[src/rtl/rx_queue_pkg.sv]
// rx_queue_pkg: shared network parameters and helpers for the receiver and its queue
package rx_queue_pkg;
  localparam int net_width = 32;
  localparam int queue_depth = 8;
  localparam logic [7:0] drop_max = 8'hff;
  function automatic logic [7:0] sat_inc(input logic [7:0] v);
    return v == drop_max ? v : v + 8'd1;
  endfunction
endpackage

[src/rtl/rx_queue_if.sv]
// rx_queue_if: producer/consumer handshake and status bundle of the receive queue
interface rx_queue_if import rx_queue_pkg::*; #(
  parameter int width = net_width,
  parameter int depth = queue_depth
);
  logic wr_en;
  logic [width-1:0] wr_data;
  logic out_valid;
  logic [width-1:0] out_data;
  logic out_ready;
  logic full;
  logic [$clog2(depth):0] count;
  logic overflow;
  logic [7:0] drop_cnt;
  logic clear_ovf;
  modport master (
    output wr_en, wr_data, out_ready, clear_ovf,
    input out_valid, out_data, full, count, overflow, drop_cnt
  );
  modport slave (
    input wr_en, wr_data, out_ready, clear_ovf,
    output out_valid, out_data, full, count, overflow, drop_cnt
  );
endinterface

[src/rtl/rx_queue_mem.sv]
// queue_mem: depth x width register array, synchronous write, combinational read
module queue_mem #(
  parameter int width = 32,
  parameter int depth = 8
) (
  input logic clk,
  input logic we,
  input logic [$clog2(depth)-1:0] waddr,
  input logic [width-1:0] wdata,
  input logic [$clog2(depth)-1:0] raddr,
  output logic [width-1:0] rdata
);
  logic [width-1:0] mem [depth];
  // storage is never reset; only the pointers decide what is valid
  always_ff @(posedge clk)
    if (we) mem[waddr] <= wdata;
  assign rdata = mem[raddr];
endmodule

[src/rtl/rx_queue.sv]
// rx_queue: first-word-fall-through receive queue with sticky overflow and drop counter
module rx_queue import rx_queue_pkg::*; #(
  parameter int width = net_width,
  parameter int depth = queue_depth
) (
  input logic clk,
  input logic reset,
  rx_queue_if.slave q
);
  localparam int aw = $clog2(depth);
  localparam int cw = aw + 1;
  logic [aw-1:0] wr_ptr, rd_ptr;
  logic [cw-1:0] cnt;
  logic overflow;
  logic [7:0] drop_cnt;
  logic valid, full, push, pop, drop;
  logic [width-1:0] rd_data;
  assign valid = cnt != '0;
  assign full = cnt == cw'(depth);
  assign pop = valid & q.out_ready;
  assign push = q.wr_en & (~full | pop);
  assign drop = q.wr_en & ~push;
  queue_mem #(.width(width), .depth(depth)) u_mem (
    .clk(clk),
    .we(push),
    .waddr(wr_ptr),
    .wdata(q.wr_data),
    .raddr(rd_ptr),
    .rdata(rd_data)
  );
  // pointers wrap naturally because depth is a power of two
  always_ff @(posedge clk)
    if (reset) begin
      wr_ptr <= '0;
      rd_ptr <= '0;
      cnt <= '0;
    end else begin
      if (push) wr_ptr <= wr_ptr + 1'b1;
      if (pop) rd_ptr <= rd_ptr + 1'b1;
      cnt <= cnt + cw'(push) - cw'(pop);
    end
  // a drop in the same cycle as a clear wins and restarts the count at one
  always_ff @(posedge clk)
    if (reset) begin
      overflow <= 1'b0;
      drop_cnt <= '0;
    end else if (drop) begin
      overflow <= 1'b1;
      drop_cnt <= q.clear_ovf ? 8'd1 : sat_inc(drop_cnt);
    end else if (q.clear_ovf) begin
      overflow <= 1'b0;
      drop_cnt <= '0;
    end
  assign q.out_valid = valid;
  assign q.out_data = valid ? rd_data : '0;
  assign q.full = full;
  assign q.count = cnt;
  assign q.overflow = overflow;
  assign q.drop_cnt = drop_cnt;
endmodule

[src/flat_wrapper.sv]
// flat-port wrapper written by rule: the top's interface ports become plain ports
module rx_queue_flat import rx_queue_pkg::*;
#(
  parameter int width = net_width,
  parameter int depth = queue_depth
)
  (clk, reset, q_wr_en, q_wr_data, q_out_ready, q_clear_ovf, q_out_valid, q_out_data, q_full, q_count, q_overflow, q_drop_cnt);
  rx_queue_if #(.width(width), .depth(depth)) q_i ();
  input logic clk;
  input logic reset;
  input wire logic [$bits(q_i.wr_en)-1:0] q_wr_en;
  input wire logic [$bits(q_i.wr_data)-1:0] q_wr_data;
  input wire logic [$bits(q_i.out_ready)-1:0] q_out_ready;
  input wire logic [$bits(q_i.clear_ovf)-1:0] q_clear_ovf;
  output wire logic [$bits(q_i.out_valid)-1:0] q_out_valid;
  output wire logic [$bits(q_i.out_data)-1:0] q_out_data;
  output wire logic [$bits(q_i.full)-1:0] q_full;
  output wire logic [$bits(q_i.count)-1:0] q_count;
  output wire logic [$bits(q_i.overflow)-1:0] q_overflow;
  output wire logic [$bits(q_i.drop_cnt)-1:0] q_drop_cnt;
  assign q_i.wr_en = q_wr_en;
  assign q_i.wr_data = q_wr_data;
  assign q_i.out_ready = q_out_ready;
  assign q_i.clear_ovf = q_clear_ovf;
  assign q_out_valid = q_i.out_valid;
  assign q_out_data = q_i.out_data;
  assign q_full = q_i.full;
  assign q_count = q_i.count;
  assign q_overflow = q_i.overflow;
  assign q_drop_cnt = q_i.drop_cnt;
  rx_queue #(.width(width), .depth(depth)) u_core (.clk(clk), .reset(reset), .q(q_i));
endmodule
[config.mk]
export PLATFORM = sky130hd
export DESIGN_NAME = rx_queue_flat
export DESIGN_NICKNAME = d
export VERILOG_FILES = /design/src/rtl/rx_queue_pkg.sv /design/src/rtl/rx_queue_if.sv /design/src/rtl/rx_queue_mem.sv /design/src/rtl/rx_queue.sv /design/src/flat_wrapper.sv
export SDC_FILE = /design/constraint.sdc
export NUM_CORES = 1
export LEC_CHECK = 0
export BUFFER_PORTS_ARGS = -buffer_cell sky130_fd_sc_hd__buf_2
export CAP_MARGIN = 10
export CORE_AREA = 3 3 156 158
export DETAILED_ROUTE_END_ITERATION = 6
export DIE_AREA = 0 0 159 161
export PLACE_DENSITY_LB_ADDON = 0.25
export SYNTH_ARGS = -nofsm -noshare
export SYNTH_HDL_FRONTEND = slang
export SYNTH_SLANG_ARGS = --single-unit
[constraint.sdc]
create_clock -name clk -period 5.5 [get_ports clk]
set_input_delay 1.1 -clock clk [delete_from_list [all_inputs] [get_ports clk]]
set_output_delay 1.1 -clock clk [all_outputs]
set_load 0.01 [all_outputs]
# Word-level counts from Yosys, hierarchy flattened
# Memory sizes are Yosys's and may differ from the RTL's. A register that Yosys moved wholly into a read port is not among the register bits.
# Cells that the tools add are included.
[totals]
ff_bits = 19
latchBits = 0
ramBits = 256
romBits = 0
inputBits = 37
out_inout_bits = 47
n_memories = 1
[memory_table]
columns = ["memory", "words", "word_bits", "rd", "rd_ports_with_merged_regs", "wr", "line", "rtl"]
rows = [
  ["u_core.u_mem.mem", 8, 32, 1, 1, 1, "rx_queue_mem.sv:13", "logic [width-1:0] mem [depth];"],
]
[classes]
n_addsub = 5
multipliers = 0
div_mod_pow = 0
magnitude_cmp = 0
eq_ne = 3
n_shift = 0
mux = 11
bitwise = 6
reduce_logical = 3
[ops]
columns = ["op", "n"]
rows = [
  ["two-way mux 32 bit", 1],
  ["two-way mux 8 bit", 4],
  ["adder 8 x 1 -> 8 bit, second input constant", 1],
  ["== test 8 bit, second input constant", 1],
  ["adder 3 x 1 -> 3 bit, second input constant", 2],
  ["two-way mux 3 bit", 2],
  ["adder 4 x 1 -> 4 bit", 1],
  ["== test 4 bit, second input constant", 1],
  ["two-way mux 1 bit", 4],
  ["nonzero test 4 bit", 1],
  ["subtractor 4 x 1 -> 4 bit", 1],
  ["bitwise AND 1 bit", 3],
  ["inequality test 2 bit, second input constant", 1],
  ["inverter 1 bit", 2],
  ["AND reduction 2 bit", 1],
  ["nonzero test 2 bit", 1],
  ["bitwise OR 1 bit", 1],
]

# Depth between registers and ports, before layout
[depth]
word_depth = 8
mapped_depth = 14

# Modules after synthesis
# From an unflattened synthesis, not the netlist that was laid out.
[hier_totals]
cells_unflattened = 528
hier_area_um2 = 11035.6
[by_module_without_submodules]
columns = ["mod", "instances", "cells_per_inst", "area_per_inst_um2", "seq_area_each_um2"]
rows = [
  ["queue_mem", 1, 383, 9825.7, 7687.4],
  ["rx_queue", 1, 145, 1209.9, 380.4],
]

# Least setup slack after synthesis
# No wires, ideal clock.
[synth_timing]
path_kind = "input port to flip-flop"
from = "input port q_out_ready"
to = "memory u_core.u_mem.mem[0][0], enable pin"
setup_ns = 0.502
arrival_ns = 4.535
required_ns = 4.998
setup_slack_ns = 0.463
stages = 3
cell_sequence = "nor2b_1 o21ai_0 nor4_1"
[synth_between]
elab_chain_len = 5
[synth_rtl]
columns = ["item", "line", "rtl"]
rows = [
  ["start, declared", "flat_wrapper.sv:13", "input wire logic [$bits(q_i.out_ready)-1:0] q_out_ready;"],
  ["bitwise AND 1 bit", "rx_queue.sv:20", "assign pop = valid & q.out_ready;"],
  ["bitwise OR 1 bit", "rx_queue.sv:21", "assign push = q.wr_en & (~full | pop);"],
  ["bitwise AND 1 bit", "rx_queue.sv:21", ""],
  ["two-way mux 1 bit", "rx_queue_mem.sv:16", "if (we) mem[waddr] <= wdata;"],
  ["two-way mux 1 bit (implied by the code)", "rx_queue_mem.sv:16", ""],
  ["end, declared", "rx_queue_mem.sv:13", ""],
]
# Every way passes these cells.

==> metrics.yaml <==
clk_path_buf_depth: 3
vias: 5220
placedCellCount: 924
worstSkewPairLatency_ns: 0.53
final_max_slew_viol_count: 0
final_antenna_net_count: 0
detailed_place_hpwl_um: 11550
grt_max_degree: 65
die_w_um: 159
avgSynthCellArea_um2: 20.09
net-switching-power_mw: 1.521
core_area_um2: 23260
clkTransAtPathRegs_ns: 0.06
worst_slack_on_hold_paths_ns: 0.4825
critPathBufInv: 2
synth_top_flop_cell: "sky130_fd_sc_hd__edfxtp_1"
synth_enable_flop_cells: 256
power.share.combinational: 0.213
total_power_mw: 5.597
finish.cell_count_without_fillers: 976
yosys.cell_types.count: 40
num_antenna_cells: 0
postPlaceCellArea_um2: 11650
layout.nets: 683
ys_async_sr_fraction: 0
syn-instance-count: 538
cts_tree: "built"
cts_setup_buffers: 0
gp_routability_congestion: 0.7302
grt_antenna_before_repair: 2
buffer_ports.inserted: 83
power_switching_share: 0.2718
floorplan.rows: 56
timing.fmax_mhz: 244.0
setup-tns-final_ns: 0
cts_sinks: 278
final.period_utilization: 0.7453
design.portCount: 84
vdd_drop_max_mv: 0.2916
worst_ep_required_ns: 4.40
via_per_inst: 5.348
cts_resized: 0
cts_hold_buffers: 0
worst_path_max_delay_cell: "sky130_fd_sc_hd__dfxtp_4"
leakage_nw: 4.086
power_report.internal_total_mw: 4.076
synth_top_area_cell: "sky130_fd_sc_hd__edfxtp_1"
vias_in_the_first_global_route: 5632
numCtsBuffers: 29
synthDominantCellAreaShare: 0.7113
powerDensity_nw_per_um2: 447.5
timing.critical_path.cells: "buf_4 > mux4_2 > mux2i_1 > nor2_1 > buf_2"
route.detailed.drc: 0
grt_setup_unrepaired: "no"
finish_stage_setup_viols: 0
yosys_warnings: 0
initial_util: 0.4646
top_cell_family_by_delay_on_the_critical_path: "flip-flops"
final_area_um2: 12510
tightestPinTransition_ns: 1.128
mappedNetlistNets: 585
synth.top_cells.by_area: "sky130_fd_sc_hd__edfxtp_1 71%, sky130_fd_sc_hd__mux4_2 13%, sky130_fd_sc_hd__dfxtp_1 4.1%, sky130_fd_sc_hd__mux2i_1 3.1%, sky130_fd_sc_hd__nor2_1 1.6%"
count_of_endpoints_failing_hold_in_the_final_timing_report: 0
crit_path_end_kind: "output port"
synth-seq-area-share: 0.7520
postSynthRegisterBits: 278
slowest_delay_ns: 1.06
criticalPathCategory: "register to output port"
max_cap_violations: 0
status: "finished clean"
power.sequential.fraction: 0.472
clkPwrFrac: 0.315
worst-endpoint-arrival_ns: 3.00
detailedRoute.firstPassIterationCount: 5
post_route_cells_drive_above_1_share: 0.3288
routed_wire_length_per_instance_um: 20.63
globalRouteOverflowTotal: 0
route.final.wire_length_um: 20130
groute.usage.overall: 0.1577
hold_path.class: "register to register"
dr.first_iter.drc_count: 338
timing.critical_path.fanout_max: 53
h_tree_levels: 1
startpoint_type: "register"
die-area_um2: 25600
finClkSkew_ns: 0.009227
root_buffer: "sky130_fd_sc_hd__clkbuf_16"
layout_min_cycle_time_ns: 4.099
global_route_wire_length_before_repair_um: 31800
slew_headroom: 0.2459
die_height_um: 161
post_synth_instance_area_um2: 10810
layout_area_growth_over_synthesis_pct: 15.72
[registers in the layout (all words and copies together), names as in the netlist, named ones only]
name,count
u_core.rd_ptr,3
u_core.u_mem.mem,256
u_core.q.drop_cnt,8
u_core.wr_ptr,3
u_core.q.count,4
u_core.q.overflow,1
[power by group through the flow]
stage	clock, mW	combinational [mW]	sequential, mW
finish	1.77	1.19	2.64
CTS	1.81	1.22	2.65
floorplan	0	0.937	2.54
global placement	0	1.19	2.69
detailed placement	0	1.22	2.70
global route	1.89	1.31	2.68
[Yosys cell counts, types with 2 or more instances]
library cell,count
sky130_fd_sc_hd__a21oi_1,7
sky130_fd_sc_hd__a31oi_1,2
sky130_fd_sc_hd__and3_1,2
sky130_fd_sc_hd__buf_1,4
sky130_fd_sc_hd__buf_2,7
sky130_fd_sc_hd__clkbuf_1,15
sky130_fd_sc_hd__dfxtp_1,22
sky130_fd_sc_hd__edfxtp_1,256
sky130_fd_sc_hd__ha_1,9
sky130_fd_sc_hd__inv_1,10
sky130_fd_sc_hd__mux2i_1,33
sky130_fd_sc_hd__mux4_2,64
sky130_fd_sc_hd__nand2_1,8
sky130_fd_sc_hd__nand2b_1,5
sky130_fd_sc_hd__nand3_1,6
sky130_fd_sc_hd__nor2_1,45
sky130_fd_sc_hd__nor2b_1,4
sky130_fd_sc_hd__nor3_1,7
sky130_fd_sc_hd__o21ai_0,2
sky130_fd_sc_hd__o31ai_1,4
sky130_fd_sc_hd__or4_1,3
sky130_fd_sc_hd__xnor2_1,4
sky130_fd_sc_hd__xor2_1,2
[cells in the final DEF (no fill, tap or decap), types with 2 or more instances in the layout]
cell type,netlist,routed
sky130_fd_sc_hd__nand2_1,8,8
sky130_fd_sc_hd__a21oi_1,7,7
sky130_fd_sc_hd__ha_1,9,9
sky130_fd_sc_hd__clkbuf_16,0,29
sky130_fd_sc_hd__buf_2,7,83
sky130_fd_sc_hd__a31oi_1,2,2
sky130_fd_sc_hd__and3_2,1,2
sky130_fd_sc_hd__dfxtp_4,0,2
sky130_fd_sc_hd__mux2i_1,33,33
sky130_fd_sc_hd__clkinv_2,1,9
sky130_fd_sc_hd__o21ai_0,2,2
sky130_fd_sc_hd__nor2b_1,4,4
sky130_fd_sc_hd__xnor2_1,4,4
sky130_fd_sc_hd__nor2_1,45,42
sky130_fd_sc_hd__nor3_2,0,4
sky130_fd_sc_hd__nor3_1,7,3
sky130_fd_sc_hd__inv_1,10,10
sky130_fd_sc_hd__mux4_2,64,64
sky130_fd_sc_hd__nor2_4,0,3
sky130_fd_sc_hd__dfxtp_1,22,19
sky130_fd_sc_hd__buf_4,0,11
sky130_fd_sc_hd__nand2b_1,5,5
sky130_fd_sc_hd__clkbuf_1,15,6
sky130_fd_sc_hd__o31ai_1,4,4
sky130_fd_sc_hd__or4_1,3,3
sky130_fd_sc_hd__nand3_1,6,6
sky130_fd_sc_hd__xor2_1,2,2
sky130_fd_sc_hd__clkinv_1,0,5
sky130_fd_sc_hd__edfxtp_1,256,256
sky130_fd_sc_hd__clkinvlp_4,0,2
[cells by family after synthesis]
logic type      synth area share
simple gates             0.03890
flops                     0.7520
fa+ha+maj                0.01227
buf+inv                  0.01482
compound gates           0.01320
xor+xnor                0.004862
mux                       0.1639
[through the flow]
stage,util,setup WS (ns)
final,0.5377,1.401
after global routing,0.5377,1.101
after CTS,0.5377,1.263
after detailed placement,0.5006,1.829
after global placement,0.5006,1.890
after floorplan,-,0.4630
[worst paths after layout]
kind	start	end	slack, ns	cells after the start
hold reg to reg	u_core.q.overflow$_SDFFE_PP0P_	u_core.q.overflow$_SDFFE_PP0P_	0.48	2
setup / recovery	register	q_out_data[18]	1.40	5
hold / removal	u_core.q.overflow$_SDFFE_PP0P_	u_core.q.overflow$_SDFFE_PP0P_	0.48	2
setup reg to reg	u_core.q.count[2]$_SDFF_PP0_	u_core.q.count[2]$_SDFF_PP0_	2.48	11
[per-layer routing]
layer	global-route usage	part of all wire
met1	0.2081	0.42
met2	0.2752	0.51
met3	0.03283	0.056
met4	0.03303	0.014
met5	0	0.0010
[worst reg2reg max path: cells and delay by family (launching register included)]
kind,cells,cell delay [ns]
flip-flops,1,0.30
AND/OR/NAND/NOR,3,1.03
XOR/XNOR,1,0.15
adder cells (fa/ha/maj),4,1.11
buffers and inverters,3,0.31
[cell type report]
type	count	area [µm²]
Clock inverter	17	112.6
Clock buffer	35	748.2
Sequential cell	278	8137
Fill cell	1877	10760
Tap cell	319	399.1
Multi-Input combinational cell	222	2570
Inverter	11	42.54
Timing Repair Buffer	94	498.0
(Power assumes the default switching activity.)
